File: src/rtl/mm_tile_instruction_sequencer.sv
// Tile walker for the sum-stationary matmul: turns one command into a stream of
// A-buffer and B-buffer instructions on two independent valid/ready channels.
module mm_tile_instruction_sequencer #(
  parameter int B_N                  = 2,
  parameter int N                    = 1 << B_N,
  parameter int MEMORY_ADDRESS_BITS  = 64,
  parameter int COUNTER_BITS         = 13,
  parameter int REPEATS_COUNTER_BITS = 11,
  parameter int TILE_COUNTER_BITS    = 11
) (
  input  logic                            clk,
  input  logic                            reset,
  input  logic                            cmd_valid,
  output logic                            cmd_ready,
  input  logic [MEMORY_ADDRESS_BITS-1:0]  cmd_a_base,
  input  logic [MEMORY_ADDRESS_BITS-1:0]  cmd_b_base,
  input  logic [COUNTER_BITS-1:0]         cmd_k_len,
  input  logic [TILE_COUNTER_BITS-1:0]    cmd_m_tiles,
  input  logic [REPEATS_COUNTER_BITS-1:0] cmd_p_tiles,
  output logic                            a_instr_valid,
  input  logic                            a_instr_ready,
  output logic [MEMORY_ADDRESS_BITS-1:0]  a_instr_address,
  output logic [COUNTER_BITS-1:0]         a_instr_length,
  output logic [REPEATS_COUNTER_BITS-1:0] a_instr_repeats,
  output logic                            b_instr_valid,
  input  logic                            b_instr_ready,
  output logic [MEMORY_ADDRESS_BITS-1:0]  b_instr_address,
  output logic [COUNTER_BITS-1:0]         b_instr_length,
  output logic [REPEATS_COUNTER_BITS-1:0] b_instr_repeats,
  output logic                            done,
  output logic                            cmd_error
);

  localparam int SW = COUNTER_BITS + B_N;
  localparam logic [REPEATS_COUNTER_BITS-1:0] REP_ONE  = REPEATS_COUNTER_BITS'(1);
  localparam logic [TILE_COUNTER_BITS-1:0]    TILE_ONE = TILE_COUNTER_BITS'(1);

  typedef enum logic [1:0] {IDLE, ISSUE_A, ISSUE_B, DONE_S} state_t;

  state_t                          state, state_next;
  logic [MEMORY_ADDRESS_BITS-1:0]  a_addr, b_addr, b_base_r, stride_r;
  logic [COUNTER_BITS-1:0]         k_len_r;
  logic [TILE_COUNTER_BITS-1:0]    m_tiles_r, i_cnt;
  logic [REPEATS_COUNTER_BITS-1:0] p_tiles_r, j_cnt;
  logic                            err_r;
  logic                            cmd_ok, a_hs, b_hs, last_j, last_i;
  logic [SW-1:0]                   stride_narrow;

  assign cmd_ok        = (cmd_k_len != '0) && (cmd_m_tiles != '0) && (cmd_p_tiles != '0);
  assign a_hs          = (state == ISSUE_A) && a_instr_ready;
  assign b_hs          = (state == ISSUE_B) && b_instr_ready;
  assign last_j        = (j_cnt == p_tiles_r - REP_ONE);
  assign last_i        = (i_cnt == m_tiles_r - TILE_ONE);
  // Stride is formed at full K+B_N width so a K of MAX_MATRIX_LENGTH does not truncate.
  assign stride_narrow = SW'(cmd_k_len) << B_N;

  always_ff @(posedge clk) begin
    if (reset) state <= IDLE;
    else       state <= state_next;
  end

  always_comb begin
    state_next = state;
    case (state)
      IDLE:    if (cmd_valid && cmd_ok) state_next = ISSUE_A;
      ISSUE_A: if (a_instr_ready) state_next = ISSUE_B;
      ISSUE_B: if (b_instr_ready && last_j) state_next = last_i ? DONE_S : ISSUE_A;
      DONE_S:  state_next = IDLE;
      default: state_next = IDLE;
    endcase
  end

  always_comb begin
    cmd_ready     = (state == IDLE) && !reset;
    a_instr_valid = (state == ISSUE_A);
    b_instr_valid = (state == ISSUE_B);
    done          = (state == DONE_S);
  end

  always_ff @(posedge clk) begin
    if (reset) begin
      a_addr    <= '0;
      b_addr    <= '0;
      b_base_r  <= '0;
      stride_r  <= '0;
      k_len_r   <= '0;
      m_tiles_r <= '0;
      p_tiles_r <= '0;
      i_cnt     <= '0;
      j_cnt     <= '0;
      err_r     <= 1'b0;
    end else begin
      err_r <= (state == IDLE) && cmd_valid && !cmd_ok;
      if (state == IDLE && cmd_valid) begin
        a_addr    <= cmd_a_base;
        b_addr    <= cmd_b_base;
        b_base_r  <= cmd_b_base;
        stride_r  <= MEMORY_ADDRESS_BITS'(stride_narrow);
        k_len_r   <= cmd_k_len;
        m_tiles_r <= cmd_m_tiles;
        p_tiles_r <= cmd_p_tiles;
        i_cnt     <= '0;
        j_cnt     <= '0;
      end
      if (a_hs) a_addr <= a_addr + stride_r;
      if (b_hs) begin
        if (!last_j) begin
          j_cnt  <= j_cnt + REP_ONE;
          b_addr <= b_addr + stride_r;
        end else begin
          j_cnt  <= '0;
          b_addr <= b_base_r;
          if (!last_i) i_cnt <= i_cnt + TILE_ONE;
        end
      end
    end
  end

  assign a_instr_address = a_addr;
  assign a_instr_length  = k_len_r;
  assign a_instr_repeats = p_tiles_r;
  assign b_instr_address = b_addr;
  assign b_instr_length  = k_len_r;
  assign b_instr_repeats = REP_ONE;
  assign cmd_error       = err_r;

endmodule
File: config.mk
export PLATFORM = sky130hd
export DESIGN_NAME = mm_tile_instruction_sequencer
export DESIGN_NICKNAME = d
export VERILOG_FILES = /design/src/rtl/mm_tile_instruction_sequencer.sv
export SDC_FILE = /design/constraint.sdc
export NUM_CORES = 1
export LEC_CHECK = 0
export CAP_MARGIN = 20
export CORE_ASPECT_RATIO = 1.4
export CORE_MARGIN = 2
export CORE_UTILIZATION = 51
export DETAILED_ROUTE_END_ITERATION = 10
export PLACE_DENSITY = 0.82
export SKIP_CTS_REPAIR_TIMING = 1
export SLEW_MARGIN = 20
export SYNTH_ARGS = -nofsm -noshare
export SYNTH_HDL_FRONTEND = slang
export SYNTH_SLANG_ARGS = --single-unit
File: constraint.sdc
create_clock -name clk -period 3.75 [get_ports clk]
set_input_delay 0.75 -clock clk [delete_from_list [all_inputs] [get_ports clk]]
set_output_delay 0.75 -clock clk [all_outputs]
set_load 0.005 [all_outputs]
==> results_dict.tcl <==
set metrics [dict create \
    status "complete, no violations" \
    rsz0062_at_grt "no" \
    synth_area_leaders "dfxtp_1 35%, nand2_1 10%, a21oi_1 7.2%" \
    synth_area_per_cell_um2 7.457 \
    die_h_um 203.4 \
    grtUsageTotal_pct 33.23 \
    ys.flop_type "dfxtp_1" \
    synthDistinctLibCells 77 \
    io_pins 349 \
    worstPathArrival_ps 3920 \
    setup_violations 0 \
    synth_fa_ha_area_share_pct 2.868 \
    port_buffers 337 \
    cp-end-kind "flop" \
    numCtsBuffers 26 \
    drive_above_1_share_pct 6.152 \
    vias 16320 \
    setup_slack_ps 267.8 \
    final_core_utilization_pct 67.75 \
    viasPerCell 6.228 \
    holdCritPathClass "reg -> reg" \
    ys_warn_count 0 \
    insertion_delay_ps 550 \
    path_cells "or4_4 > or4_1 > a211o_1 > o311a_2 > or3_2 > buf_4 > o21ai_1 > a211oi_1 > a311o_1" \
    yosysTopAreaCell "dfxtp_1" \
    cap_violations 0 \
    drc 0 \
    dieArea_um2 29780 \
    nets 2425 \
    synth.most_common_cell "nand2_1" \
    netlist_area_um2 14480 \
    setup_tns_ps 0 \
    synthXorXnorAreaFrac_pct 3.992 \
    synthDominantCellAreaShare_pct 34.84 \
    cp.required_ps 4190 \
    crit_path_start_kind "flop" \
    routed_wl_um 52380 \
    synth_enable_flop_cells 0 \
    first_pass_iters 9 \
    drt_iter0_drc 1204 \
    critical-path-slowest-cell "or4_4" \
    pre_cts_ws_ps 298.3 \
    hold_violations 0 \
    power_density_nw_per_um2 387.2 \
    path_clk_slew_ps 70 \
    antenna_found_initial 2 \
    overflow 0 \
    antenna_left 0 \
    hpwl_um 37820 \
    cts_root_buffer "clkbuf_16" \
    cts_max_path_buffers 3 \
    multiInputGateArea_um2 8726 \
    r2r_slack_ps 270 \
    finalCritPeriodShare_pct 92.86 \
    synthTopCellsByCount "401 x nand2_1, 252 x dfxtp_1, 207 x a21oi_1" \
    htreeDepth 1 \
    fp-row-count 73 \
    clock.fmax_mhz 287.2 \
    tightest_slew_ps 724.5 \
    n_fill_cell 2461 \
    grt_max_degree 114 \
    grt_pass1_vias 15580 \
    ys_seq_area_share_pct 34.84 \
    critPathKind "reg -> reg" \
    ir_worst_vdd_mv 0.3254 \
    final-seq-area_um2 5045 \
    slowest_delay_ps 580 \
    synth-seq-cells 252 \
    cts_sinks 252 \
    crit_fanout 27 \
    clock_skew_ps 19.96 \
    slew_violations 0 \
    leakage_nw 7.039 \
    die-width_um 146.4 \
    synthArstFlopShare_pct 0 \
    synth_top_family_by_area "simple AND/OR/NAND/NOR gates" \
    crit_family "simple AND/OR/NAND/NOR gates" \
    grt_pass1_wl_um 80760 \
    crit_buf_inv 1 \
    max-slew-margin-rel_pct 51.43 \
    tritoncts "done" \
    wl_per_cell_um 19.99 \
    initial_core_util_pct 51.48 \
    postSynthCellCount 1942 \
    area_growth_pct 31.61 \
    synthSimpleGateAreaFrac_pct 26.13 \
    synth_compound_area_share_pct 26.13 \
    synth.area.mux_share_pct 0.6221 \
    design.core.area_um2 28130 \
    place_congestion 0.9332 \
    period_minus_slack_ps 3482 \
]
[cells in the final DEF (no fill, tap or decap), drive strengths merged, types with 8 or more instances in the layout]
cell,netlist,final
nand2,401,401
clkdlybuf4s50,0,336
dfxtp,252,252
a21oi,207,207
nor2,119,119
o21ai,104,104
nand3,65,65
buf,50,54
nor3,43,43
a31oi,41,41
xnor2,38,38
clkbuf,94,36
nor4,35,35
and3,32,32
ha,30,30
inv,29,29
xor2,28,28
nand4,28,28
a211oi,24,24
a311oi,23,23
o211ai,19,19
a21boi,18,18
or3,18,18
a22oi,16,16
o22ai,15,15
o31ai,14,14
a21o,13,13
a211o,13,13
and4,12,12
or4,12,12
or2,12,12
conb,2,11
and2,10,10
nor2b,9,9
mux2i,9,9
nand2b,9,9
o311ai,8,8
[area by class of cell]
type                            count  share of cell area (%)
Sequential cell                   252                   26.47
Inverter                           29                  0.5712
Multi-Input combinational cell   1526                   45.79
Clock inverter                     10                  0.8009
Antenna cell                        3                 0.03939
Timing Repair Buffer              390                   19.99
Clock buffer                       36                   3.880
Tap cell                          375                   2.462
[worst min-delay path, cell delays in order (launching register included)]
cell,delay (ps)
dfxtp_1,300
nand2_1,50
a21oi_1,50
[metrics by stage]
stage,instances,instance area (um2),hold slack [ps],power (mW)
floorplan,1951,14520,433.2,3.871
global placement,2572,18160,438.4,4.601
detailed placement,2572,18160,444.5,4.640
CTS,2618,19050,453.0,7.385
global route,2620,19060,468.2,7.657
finish,2621,19060,453.9,7.380
[power breakdown]
part           switching [mW]  total [mW]  internal (mW)
sequential              0.242        3.11           2.87
combinational           0.755        1.51          0.751
clock                    1.12        2.77           1.65
[cells by family (layout without fill, tap and decap cells)]
logic type | count (synthesis) | in the layout
other | 2 | 14
adder cells (fa/ha/maj) | 32 | 32
AO/OA/AOI/OAI | 588 | 588
multiplexers | 9 | 9
buffers and inverters | 173 | 465
AND/OR/NAND/NOR | 820 | 820
XOR/XNOR | 66 | 66
flip-flops | 252 | 252
[routing by layer]
layer	GRT usage, %	wire length (um)	up-vias	share of wire, %
met1	37.46	19000	7615	36
met3	5.034	4260	220	8.1
met5	0	0	-	0
met4	19.76	3400	0	6.5
li1	-	-	7596	-
met2	59.28	25720	893	49
[worst paths after layout]
check                     start                   to  cells after the start
max          a_instr_repeats[0]  b_instr_address[18]                      9
min                b_base_r[35]         b_base_r[35]                      2
max reg2reg  a_instr_repeats[0]  b_instr_address[18]                      9
min reg2reg        b_base_r[35]         b_base_r[35]                      2
[sequential cells by signal (all words and copies together) (netlist names)]
name / count
cmd_error: 1
state: 2
j_cnt: 11
a_instr_address: 64
b_base_r: 64
a_instr_length: 13
i_cnt: 11
m_tiles_r: 11
b_instr_address: 64
a_instr_repeats: 11
Power figures use the tool's default switching activity.
